## config.mk

```make
export PLATFORM = sky130hd
export DESIGN_NAME = elevator_car
export DESIGN_NICKNAME = d
export VERILOG_FILES = /design/src/rtl/elevator_car.sv
export SDC_FILE = /design/constraint.sdc
export NUM_CORES = 1
export LEC_CHECK = 0
export ABC_AREA = 1
export BUFFER_PORTS_ARGS = -buffer_cell sky130_fd_sc_hd__buf_2
export CAP_MARGIN = 10
export CORE_ASPECT_RATIO = 0.7
export CORE_MARGIN = 3
export CORE_UTILIZATION = 50
export DETAILED_ROUTE_END_ITERATION = 12
export PLACE_DENSITY = 0.75
export SLEW_MARGIN = 30
export SYNTH_ARGS = -nofsm -noshare
export SYNTH_HDL_FRONTEND = slang
export SYNTH_SLANG_ARGS = --single-unit
export TNS_END_PERCENT = 100
```

## constraint.sdc

```tcl
create_clock -name clk -period 1.6 [get_ports clk]
set_input_delay 0.24 -clock clk [delete_from_list [all_inputs] [get_ports clk]]
set_output_delay 0.24 -clock clk [all_outputs]
set_load 0.02 [all_outputs]
```

## src/rtl/elevator_car.sv

```systemverilog
// Clocked car/shaft plant: timed floor travel, timed door, floor-limit protection.
// Optional build macro CAR_DOOR_AUTOCLOSE_EN adds the dwell timeout and edge-triggered reopen.
module elevator_car #(
  parameter int NUM_FLOORS    = 8,
  parameter int TRAVEL_CYCLES = 4,
  parameter int DOOR_CYCLES   = 2,
  parameter int DWELL_CYCLES  = 6
) (
  input  logic       clk,
  input  logic       rst_n,
  input  logic       door_open,
  input  logic [1:0] updown,
  output logic [2:0] floor,
  output logic       door,
  output logic       moving,
  output logic       cmd_err
);

  localparam int MAX_A   = (TRAVEL_CYCLES > DOOR_CYCLES) ? TRAVEL_CYCLES : DOOR_CYCLES;
  localparam int MAX_CYC = (MAX_A > DWELL_CYCLES) ? MAX_A : DWELL_CYCLES;
  localparam int CW      = (MAX_CYC < 2) ? 1 : $clog2(MAX_CYC);

  localparam logic [2:0]    TOP        = 3'(NUM_FLOORS - 1);
  localparam logic [1:0]    CMD_UP     = 2'b01;
  localparam logic [1:0]    CMD_DN     = 2'b10;
  localparam logic [1:0]    CMD_ILL    = 2'b11;
  localparam logic [CW-1:0] TRAVEL_CNT = CW'(TRAVEL_CYCLES - 1);
  localparam logic [CW-1:0] DOOR_CNT   = CW'(DOOR_CYCLES - 1);

  typedef enum logic [2:0] {
    IDLE,
    MOVE_UP,
    MOVE_DN,
    OPENING,
    OPEN,
    CLOSING
  } state_t;

  state_t        state;
  logic [CW-1:0] cnt;
  logic [2:0]    floor_up;
  logic [2:0]    floor_dn;
  logic          door_req;

  assign floor_up = floor + 3'd1;
  assign floor_dn = floor - 3'd1;

`ifdef CAR_DOOR_AUTOCLOSE_EN
  localparam logic [CW-1:0] DWELL_CNT = CW'(DWELL_CYCLES - 1);
  logic door_open_q;

  // Opening needs a fresh press so a held button cannot defeat the dwell timeout.
  always_ff @(posedge clk or negedge rst_n) begin
    if (!rst_n) door_open_q <= 1'b0;
    else        door_open_q <= door_open;
  end

  assign door_req = door_open & ~door_open_q;
`else
  assign door_req = door_open;
`endif

  always_ff @(posedge clk or negedge rst_n) begin
    if (!rst_n) begin
      state   <= IDLE;
      floor   <= 3'd0;
      door    <= 1'b0;
      moving  <= 1'b0;
      cmd_err <= 1'b0;
      cnt     <= '0;
    end else begin
      cmd_err <= 1'b0;
      case (state)
        IDLE: begin
          if (updown == CMD_ILL) begin
            cmd_err <= 1'b1;
          end else if (door_req) begin
            state <= OPENING;
            cnt   <= DOOR_CNT;
          end else if (updown == CMD_UP) begin
            if (floor != TOP) begin
              state  <= MOVE_UP;
              moving <= 1'b1;
              cnt    <= TRAVEL_CNT;
            end else begin
              cmd_err <= 1'b1;
            end
          end else if (updown == CMD_DN) begin
            if (floor != 3'd0) begin
              state  <= MOVE_DN;
              moving <= 1'b1;
              cnt    <= TRAVEL_CNT;
            end else begin
              cmd_err <= 1'b1;
            end
          end
        end

        // A leg always runs to the next floor; only the continuation decision looks at updown.
        MOVE_UP: begin
          if (updown == CMD_ILL) cmd_err <= 1'b1;
          if (cnt == '0) begin
            floor <= floor_up;
            if (updown == CMD_UP && floor_up != TOP) begin
              cnt <= TRAVEL_CNT;
            end else begin
              state  <= IDLE;
              moving <= 1'b0;
            end
          end else begin
            cnt <= cnt - 1'b1;
          end
        end

        MOVE_DN: begin
          if (updown == CMD_ILL) cmd_err <= 1'b1;
          if (cnt == '0) begin
            floor <= floor_dn;
            if (updown == CMD_DN && floor_dn != 3'd0) begin
              cnt <= TRAVEL_CNT;
            end else begin
              state  <= IDLE;
              moving <= 1'b0;
            end
          end else begin
            cnt <= cnt - 1'b1;
          end
        end

        OPENING: begin
          if (cnt == '0) begin
            state <= OPEN;
            door  <= 1'b1;
`ifdef CAR_DOOR_AUTOCLOSE_EN
            cnt   <= DWELL_CNT;
`endif
          end else begin
            cnt <= cnt - 1'b1;
          end
        end

        OPEN: begin
          if (!door_open) begin
            state <= CLOSING;
            door  <= 1'b0;
            cnt   <= DOOR_CNT;
          end
`ifdef CAR_DOOR_AUTOCLOSE_EN
          else if (cnt == '0) begin
            state <= CLOSING;
            door  <= 1'b0;
            cnt   <= DOOR_CNT;
          end else begin
            cnt <= cnt - 1'b1;
          end
`endif
        end

        // Safety reopen takes precedence over finishing the close.
        CLOSING: begin
          if (door_req) begin
            state <= OPENING;
            cnt   <= DOOR_CNT;
          end else if (cnt == '0) begin
            state <= IDLE;
          end else begin
            cnt <= cnt - 1'b1;
          end
        end

        default: begin
          state  <= IDLE;
          door   <= 1'b0;
          moving <= 1'b0;
        end
      endcase
    end
  end

endmodule

```

==> flow_metrics.tcl <==
set metrics [dict create \
    status "completed" \
    critPathLaunch "cnt[0]" \
    n_antenna_cell 0 \
    ir_drop_mv 0.782 \
    synth_cells 168 \
    grt_max_degree 13 \
    drcViolationCount 0 \
    synth_compound_area_frac 0.0709 \
    whs_ns 0.355 \
    p_leak_uw 0.000727 \
    portBuffers 10 \
    maxCapViolCount 0 \
    die_w_um 62.3 \
    start_kind "register" \
    synth_area_per_cell_um2 6.61 \
    fmax_mhz 665 \
    antenna_found_initial 0 \
    synth_warnings 0 \
    hold_violations 0 \
    ant_nets 0 \
    worst_ep_arrival_time_ns 1.69 \
    ys_types 23 \
    start_util 0.560 \
    cts_tree "done" \
    cts.sinks 12 \
    design.core.area_um2 1980 \
    critPathMaxFanout 7 \
    drive_gt1_frac 0.259 \
    rrSetupSlack_ns 0.1 \
    drv_slew 0 \
    wl_per_cell_um 12.3 \
    ios 11 \
    drtIter0Drc 77 \
    synth-xor-area-share 0.0236 \
    regArea_um2 304 \
    multiInputGateArea_um2 762 \
    r2r-start "cnt[0]" \
    cts_buffers 3 \
    fillers 177 \
    synth_area_um2 1110 \
    final-setup-viol-count 0 \
    cts.htree.levels 1 \
    die-height_um 45.4 \
    worstSetupEndpointType "register" \
    ctsLongestPathBuffers 2 \
    gp_routability_congestion 0.957 \
    viasPerCell 5.22 \
    required_ns 1.78 \
    rows 13 \
    clk_pin_slew_worst_paths_ns 0.09 \
    grt_pass1_vias 963 \
    finalCritPeriodShare 0.940 \
    grt_pass1_wl_um 4380 \
    insertion_delay_ns 0.28 \
    synth_top_cell_area_share 0.270 \
    layout.nets 203 \
    worstMarginPinSlew_ns 0.278 \
    synthAdderAreaFrac 0.135 \
    area_growth_pct 18.8 \
    routed_wl_um 2650 \
    synth_nets 185 \
    dpl_cell_area_um2 1210 \
    slew_headroom 0.814 \
    synth_mux_area_frac 0 \
    crit_type "register to register" \
    fin_skew_ns 0.0200 \
    synth_seq_cells 12 \
    hp-class "input pin to asynchronous set/reset pin" \
    fin_area_um2 1320 \
    synth-simple-area-share 0.405 \
    synth_top_family_by_area "simple AND/OR/NAND/NOR gates" \
    first_pass_iters 4 \
    grt_util_all_layers 0.204 \
    place_hpwl_um 2100 \
    globalRouteOverflowTotal 0 \
    yosysSeqAreaShare 0.270 \
    power_density_nw_per_um2 2100 \
    vias 1123 \
    layout_min_cycle_time_ns 1.50 \
    die_area_um2 2830 \
    synthTopCellsByArea "dfrtp_1, nand2_1, ha_1, nand3_1, inv_1" \
    synth_top_area_cell "dfrtp_1" \
    cts-root-buf "clkbuf_4" \
]
==> per-stage QoR <==
step                cells  utilization  setup WS, ns  total power [uW]  setup TNS (ns)
floorplan             168            -        0.0158              1920               0
detailed placement    209        0.608      -0.00538              2320        -0.00935
global route          215        0.665      -0.00327              3050        -0.00327
global placement      209        0.608        0.0137              2280               0
CTS                   214        0.634        0.0226              2590               0
finish                215        0.665        0.0963              2770               0
==> critical path: stages (launching register included) <==
cell and delay, ns:
dfrtp_1 0.41, inv_1 0.09, ha_1 0.23, nand2_4 0.10, ha_1 0.27, o21ai_0 0.07, nand3_1 0.10, nand3_1 0.08
nand2_1 0.06
==> final timing paths <==
check	endpoint	depth (start not counted)
setup / recovery	cnt[0]	8
hold / removal	floor[0]	2
setup reg to reg	cnt[0]	8
hold reg to reg	door	2
max in group asynchronous	state[1]	2
min in group clk	door	4
==> cells in the final DEF, fill, tap and decap left out, drive strengths merged <==
cell | Yosys | layout
a21oi | 3 | 3
o22ai | 1 | 1
nand3 | 24 | 24
a31oi | 1 | 1
xnor2 | 1 | 1
nand2 | 54 | 54
nand4 | 1 | 1
o21ai | 8 | 8
ha | 12 | 12
dlygate4sd3 | 0 | 1
nor3 | 1 | 1
o211ai | 1 | 1
buf | 0 | 12
and2 | 1 | 1
nor2 | 18 | 18
dfrtp | 12 | 12
xor2 | 2 | 2
clkbuf | 0 | 4
inv | 28 | 28
==> area by class of cell <==
cell class / count / area share
well taps: 30 / 0.0284
repair buffers: 13 / 0.0569
clock buffers: 4 / 0.0275
flip-flops and latches: 12 / 0.230
multi-input cells: 128 / 0.577
inverters: 28 / 0.0796
==> repair_timing <==
action                                  CTS  global route
endpoints found under the hold margin    12             0
pin swaps                                 1             2
gates resized for setup                   3            17
hold buffers                              1             0
endpoints found under the setup margin    6             6
buffers inserted                          0             1
==> flip-flops by register name, summed over array words and instances (netlist names) <==
name     count
cnt          3
floor        3
state        3
cmd_err      1
door         1
moving       1
==> cell usage after synthesis <==
master and instances:
nand2_1 50, nor3_1 1, nor2_4 1, nand4_1 1, nor2_2 4, o21ai_1 1, a21oi_1 3, o22ai_1 1
dfrtp_1 12, o211ai_1 1, xor2_1 2, inv_1 26, inv_2 2, ha_1 12, o21ai_0 6, a31oi_1 1
nand2_2 4, o21ai_2 1, nand3_1 21, nor2_1 13, xnor2_1 1, and2_1 1, nand3_2 3
==> metal layers <==
layer  track usage  vias up  wire length, um
li1              -      565                -
met1         0.305      486             1240
met2         0.284       66             1010
met3        0.0543        6              367
met4        0.0614        0               30
met5             0        -                0
==> logic make-up after synthesis <==
family | count (synthesis)
flops | 12
buf+inv | 28
simple gates | 99
xor+xnor | 3
fa+ha+maj | 12
compound gates | 14
==> report_power, final <==
part           internal (uW)  total [uW]  switching, uW
clock network            138         244            105
registers                452         617            165
logic                    686        1910           1220
total                   1280        2770           1490
Power figures use the tool's default switching activity.
